===== config.mk =====
export PLATFORM = sky130hd
export DESIGN_NAME = sdp_cmux_eg
export DESIGN_NICKNAME = d
export VERILOG_FILES = /design/src/rtl/sdp_cmux_pkg.sv /design/src/rtl/sdp_cmux_skid2.sv /design/src/rtl/sdp_cmux_eg.sv
export SDC_FILE = /design/constraint.sdc
export NUM_CORES = 1
export LEC_CHECK = 0
export CAP_MARGIN = 40
export CORE_AREA = 2 2 322 324
export CTS_CLUSTER_DIAMETER = 40
export DETAILED_ROUTE_END_ITERATION = 10
export DIE_AREA = 0 0 324 326
export GPL_ROUTABILITY_DRIVEN = 0
export PLACE_DENSITY = 0.55
export RECOVER_POWER = 25
export SYNTH_ARGS = -nofsm -noshare
export SYNTH_HDL_FRONTEND = slang
export SYNTH_SLANG_ARGS = --single-unit

===== constraint.sdc =====
create_clock -name nvdla_core_clk -period 2.5 [get_ports nvdla_core_clk]
set_input_delay 0.5 -clock nvdla_core_clk [delete_from_list [all_inputs] [get_ports nvdla_core_clk]]
set_output_delay 0.5 -clock nvdla_core_clk [all_outputs]
set_load 0.02 [all_outputs]

===== src/rtl/sdp_cmux_pkg.sv =====
// Shared constants and FSM state type for the SDP CACC/MRDMA input mux.
package sdp_cmux_pkg;

  localparam int DW            = 256;
  localparam int PW            = DW + 2;
  localparam int LAYER_END_BIT = PW - 1;
  localparam int BATCH_END_BIT = DW;

  typedef enum logic [1:0] {
    IDLE,
    RUN,
    DRAIN
  } cmux_state_e;

endpackage


===== src/rtl/sdp_cmux_skid2.sv =====
// Generic 2-entry skid buffer; output registered, input ready from occupancy only.
module sdp_cmux_skid2
  import sdp_cmux_pkg::*;
#(
  parameter int W = PW
) (
  input  logic         clk,
  input  logic         rst,
  input  logic [W-1:0] in_pd,
  input  logic         in_valid,
  output logic         in_ready,
  output logic [W-1:0] out_pd,
  output logic         out_valid,
  input  logic         out_ready
);

  logic [W-1:0] head;
  logic [W-1:0] tail;
  logic [1:0]   count;
  logic         push;
  logic         pop;

  assign in_ready  = (count < 2'd2);
  assign out_valid = (count != 2'd0);
  assign out_pd    = head;
  assign push      = in_valid && in_ready;
  assign pop       = out_valid && out_ready;

  // head is only overwritten on push/advance so the last beat is held while empty
  always_ff @(posedge clk) begin
    if (rst) begin
      head  <= '0;
      tail  <= '0;
      count <= '0;
    end else begin
      case (count)
        2'd0: begin
          if (push) begin
            head  <= in_pd;
            count <= 2'd1;
          end
        end
        2'd1: begin
          if (push && pop) begin
            head <= in_pd;
          end else if (push) begin
            tail  <= in_pd;
            count <= 2'd2;
          end else if (pop) begin
            count <= 2'd0;
          end
        end
        default: begin
          if (pop) begin
            head  <= tail;
            count <= 2'd1;
          end
        end
      endcase
    end
  end

endmodule


===== src/rtl/sdp_cmux_eg.sv =====
// SDP input mux: per-layer select of CACC or MRDMA stream, skid-buffered, with beat count and done.
module sdp_cmux_eg
  import sdp_cmux_pkg::*;
(
  input  logic          nvdla_core_clk,
  input  logic          nvdla_core_rst,
  input  logic          op_load,
  input  logic          reg2dp_flying_mode,
  input  logic [PW-1:0] cacc2sdp_pd,
  input  logic          cacc2sdp_valid,
  output logic          cacc2sdp_ready,
  input  logic [PW-1:0] sdp_mrdma2cmux_pd,
  input  logic          sdp_mrdma2cmux_valid,
  output logic          sdp_mrdma2cmux_ready,
  output logic [DW-1:0] sdp_cmux2dp_pd,
  output logic          sdp_cmux2dp_batch_end,
  output logic          sdp_cmux2dp_valid,
  input  logic          sdp_cmux2dp_ready,
  output logic          cmux_done,
  output logic [31:0]   dp2reg_cmux_beat_num
);

  cmux_state_e   state;
  cmux_state_e   state_nxt;
  logic          mode_q;
  logic [31:0]   beat_cnt;
  logic          sel_valid;
  logic [PW-1:0] sel_pd;
  logic          run_ready;
  logic          accept;
  logic          skid_in_ready;
  logic          skid_out_valid;
  logic [DW:0]   skid_out_pd;

  assign sel_valid = mode_q ? cacc2sdp_valid : sdp_mrdma2cmux_valid;
  assign sel_pd    = mode_q ? cacc2sdp_pd    : sdp_mrdma2cmux_pd;
  assign accept    = sel_valid && run_ready;

  assign cacc2sdp_ready       = run_ready && mode_q;
  assign sdp_mrdma2cmux_ready = run_ready && !mode_q;

  always_ff @(posedge nvdla_core_clk) begin
    if (nvdla_core_rst) begin
      state <= IDLE;
    end else begin
      state <= state_nxt;
    end
  end

  always_comb begin
    state_nxt = state;
    run_ready = 1'b0;
    cmux_done = 1'b0;
    case (state)
      IDLE: begin
        if (op_load) state_nxt = RUN;
      end
      RUN: begin
        run_ready = skid_in_ready;
        if (accept && sel_pd[LAYER_END_BIT]) state_nxt = DRAIN;
      end
      DRAIN: begin
        if (!skid_out_valid) begin
          cmux_done = 1'b1;
          state_nxt = IDLE;
        end
      end
      default: state_nxt = IDLE;
    endcase
  end

  always_ff @(posedge nvdla_core_clk) begin
    if (nvdla_core_rst) begin
      mode_q   <= 1'b0;
      beat_cnt <= '0;
    end else if (state == IDLE && op_load) begin
      mode_q   <= reg2dp_flying_mode;
      beat_cnt <= '0;
    end else if (accept && beat_cnt != '1) begin
      beat_cnt <= beat_cnt + 32'd1;
    end
  end

  assign dp2reg_cmux_beat_num = beat_cnt;

  // layer_end has already been acted on at accept time, so only {batch_end, data} is buffered
  sdp_cmux_skid2 #(
    .W(DW + 1)
  ) u_skid (
    .clk       (nvdla_core_clk),
    .rst       (nvdla_core_rst),
    .in_pd     (sel_pd[DW:0]),
    .in_valid  (accept),
    .in_ready  (skid_in_ready),
    .out_pd    (skid_out_pd),
    .out_valid (skid_out_valid),
    .out_ready (sdp_cmux2dp_ready)
  );

  assign sdp_cmux2dp_valid     = skid_out_valid;
  assign sdp_cmux2dp_pd        = skid_out_pd[DW-1:0];
  assign sdp_cmux2dp_batch_end = skid_out_pd[BATCH_END_BIT];

endmodule


==> flow_metrics.env <==
export IMPL_min_period_over_period_pct=95.3
export IMPL_first_global_vias=22654
export IMPL_via_per_inst=4.48
export IMPL_cts_sinks=551
export IMPL_io_buffers=815
export IMPL_yosysWarnings=0
export IMPL_grt_pass1_wl_mm=131
export IMPL_ant_nets=0
export IMPL_dpl_worst_slack_ps=-1.14
export IMPL_cts_tree="done"
export IMPL_cts_max_level=3
export IMPL_vias=23728
export IMPL_ir_worst_vdd_mv=0.461
export IMPL_ctsHoldBuffers=0
export IMPL_ys_types=43
export IMPL_drv_slew=0
export IMPL_drive_gt1_share_pct=7.83
export IMPL_tns_ps=0
export IMPL_layout_min_cycle_time_ps=2380
export IMPL_dpl_hpwl_mm=64.0
export IMPL_grt_total_usage_pct=15.8
export IMPL_p_sw_w=0.00669
export IMPL_drc=0
export IMPL_rsz0062_at_grt="false"
export IMPL_multi_input_area_mm2=0.0121
export IMPL_numCtsBuffers=93
export IMPL_r2r_start="state[0]"
export IMPL_ioPinCount=816
export IMPL_finClkSkew_ps=22.8
export IMPL_p_leak_nw=12.3
export IMPL_async_reset_ff_share_pct=0
export IMPL_die_area_mm2=0.106
export IMPL_use_met1_pct=18.7
export IMPL_synth_top_area_share_pct=45.4
export IMPL_final_seq_area_mm2=0.0110
export IMPL_hold_viol=0
export IMPL_dieWidth_um=324
export IMPL_power_density_mw_per_mm2=698
export IMPL_hp_class="in2reg"
export IMPL_coreArea_mm2=0.103
export IMPL_cts_root_buffer="clkbuf_16"
export IMPL_final_common_cell="clkdlybuf4s50_1"
export IMPL_antenna_found_initial=2
export IMPL_dr_pass1_iters=5
export IMPL_synthFlopType="dfxtp_1"
export IMPL_combPwrFrac_pct=13.6
export IMPL_pwr_share_seq_pct=34.9
export IMPL_clk_pin_slew_ps=50
export IMPL_worstMarginPinSlew_ps=659
export IMPL_num_fill_cells=10627
export IMPL_die_h_um=326
export IMPL_grt_max_degree=136
export IMPL_synth_seq_cells=551
export IMPL_maxCapViolations=0
export IMPL_power_internal_w=0.0198
export IMPL_final_cell_mix="clkdlybuf4s50_1 (810), nand2_1 (781), dfxtp_1 (549)"
export IMPL_fp_row_count=118
export IMPL_syn_num_nets=3586
export IMPL_syn_area_mm2=0.0243
export IMPL_synth_edf_count=0
export IMPL_drt_initial_drc_count=1272
export IMPL_fin_ws_ps=118
export IMPL_synth_top_area_cell="dfxtp_1"
export IMPL_fmax_mhz=420
export IMPL_rr_endpoint="u_skid.tail[209]"
export IMPL_timing_final_setup_violations=0
export IMPL_hold_start="nvdla_core_rst"
export IMPL_post_drt_wl_per_cell_um=16.4
export IMPL_whs_endpoint="u_skid.out_pd[42]"
export IMPL_status="finished clean"
export IMPL_critPathCaptureType="output port"
export IMPL_hold_depth=2
export IMPL_grt_busiest_layer="met2"
export IMPL_r2r_cells=8
export IMPL_cp_start_kind="flop"
export IMPL_cp_max_fo=4
export IMPL_pwr_share_clk_pct=51.5
export IMPL_diodes=0
export IMPL_netlist_top_cells_area="dfxtp_1 (45%), nand2_1 (12%), mux2i_1 (11%), a211oi_1 (8.2%), a21oi_1 (5.6%)"
export IMPL_critPathKind="reg2out"
export IMPL_critPathArrivalTime_ps=1880
export IMPL_overflow=0
export IMPL_ys_seq_area_share_pct=45.4
export IMPL_area_delta_synth_final_pct=56.1
export IMPL_slew_headroom_pct=54.9
export IMPL_nets=4371
export IMPL_syn_area_per_cell_um2=7.94
export IMPL_swShare_pct=25.3
export IMPL_drt_wl_total_mm=86.9
export IMPL_start_util_pct=23.7
export IMPL_required_ps=2000
export IMPL_use_met2_pct=26.6
export IMPL_grtUsageMet3_pct=4.72
export IMPL_regToRegSetupSlack_ps=190
export IMPL_syn_inst=3062
export IMPL_clock_latency_ps=650
export IMPL_clockBufferDepth=3
worst max path at each step:
| stage | from | endpoint | slack (ps) | cells past startpoint |
|---|---|---|---|---|
| finish | u_skid.count[1] | cmux_done | 120 | 3 |
| global placement | sdp_mrdma2cmux_valid | u_skid.out_pd[85] | 20 | 8 |
| CTS | dp2reg_cmux_beat_num[4] | dp2reg_cmux_beat_num[4] | 70 | 1 |
| global route | state[0] | u_skid.tail[225] | 30 | 8 |
| detailed placement | sdp_mrdma2cmux_valid | u_skid.out_pd[211] | -1 | 8 |
| floorplan | dp2reg_cmux_beat_num[0] | dp2reg_cmux_beat_num[18] | 260 | 6 |
cell type report:
cell class	count	area share (%)
multi-input combinational	2237	31.9
sequential	551	29.1
timing repair buffer	957	25.5
clock buffer	109	6.64
tap	1380	4.55
clock inverter	58	2.19
inverter	7	0.0693
synthesized netlist by cell type, types with 2 or more instances:
library cell / number
nand2_1: 781
dfxtp_1: 551
nor2_1: 285
a21oi_1: 274
a211oi_1: 266
o21ai_0: 265
mux2i_1: 260
clkbuf_1: 153
buf_2: 69
buf_1: 30
nand4_1: 16
xnor2_1: 16
buf_4: 14
nand3_1: 12
and4_1: 8
inv_1: 7
and3_1: 6
nor4_1: 6
and2_1: 5
or3_1: 5
o31ai_1: 4
nor3_1: 3
or4_1: 3
xor2_1: 3
nor2b_1: 2
cells by family after synthesis:
logic type / Yosys count / share of synthesized area, %
AOI/OAI and AO/OA: 817 / 19.7
xor gates and xnor gates: 19 / 0.685
adders and majority gates: 1 / 0.0515
buffers and inverters: 274 / 4.81
DFF: 551 / 45.4
muxes: 261 / 10.8
and+or+nand+nor: 1139 / 18.5
state kept, by name (all words and copies together) (netlist names):
name                  flops
dp2reg_cmux_beat_num     32
mode_q                    1
state                     2
u_skid.count              2
u_skid.out_pd           257
u_skid.tail             257
per-layer routing:
metal / part of all wire, % / wire length, um / up-vias
li1: - / - / 12144
met1: 42 / 36500 / 10788
met2: 47 / 41100 / 650
met3: 7.4 / 6470 / 142
met4: 3.3 / 2860 / 4
met5: 0.030 / 26 / -
timing repair:
item	4_1_cts	5_1_grt
resized for setup	5	0
setup buffers	4	0
endpoints found under the setup margin	4	0
worst max-delay path: stages, from the launching register on:
cell           delay, ps
dfxtp_4              370
nor2_1               270
and3_1               220
dlygate4sd2_1        390
power groups by stage:
| stage | clock network, W | registers (W) | logic [W] |
|---|---|---|---|
| floorplan | 0 | 0.00968 | 0.00131 |
| global placement | 0 | 0.00942 | 0.00362 |
| detailed placement | 0 | 0.00942 | 0.00362 |
| CTS | 0.0140 | 0.00925 | 0.00366 |
| global route | 0.0144 | 0.00927 | 0.00389 |
| finish | 0.0136 | 0.00925 | 0.00359 |
metrics by stage:
| step | instance area, um2 | total power, W | utilization [%] | hold WS [ps] | cells |
|---|---|---|---|---|---|
| final | 37900 | 0.0265 | 37.0 | 294 | 5299 |
| after global routing | 37900 | 0.0275 | 37.0 | 260 | 5299 |
| after CTS | 38000 | 0.0269 | 37.1 | 231 | 5299 |
| after detailed placement | 34600 | 0.0130 | 33.7 | 443 | 5127 |
| after global placement | 34600 | 0.0130 | 33.7 | 437 | 5127 |
| after floorplan | 24300 | 0.0110 | - | 478 | 3062 |
Power figures use the tool's default switching activity.
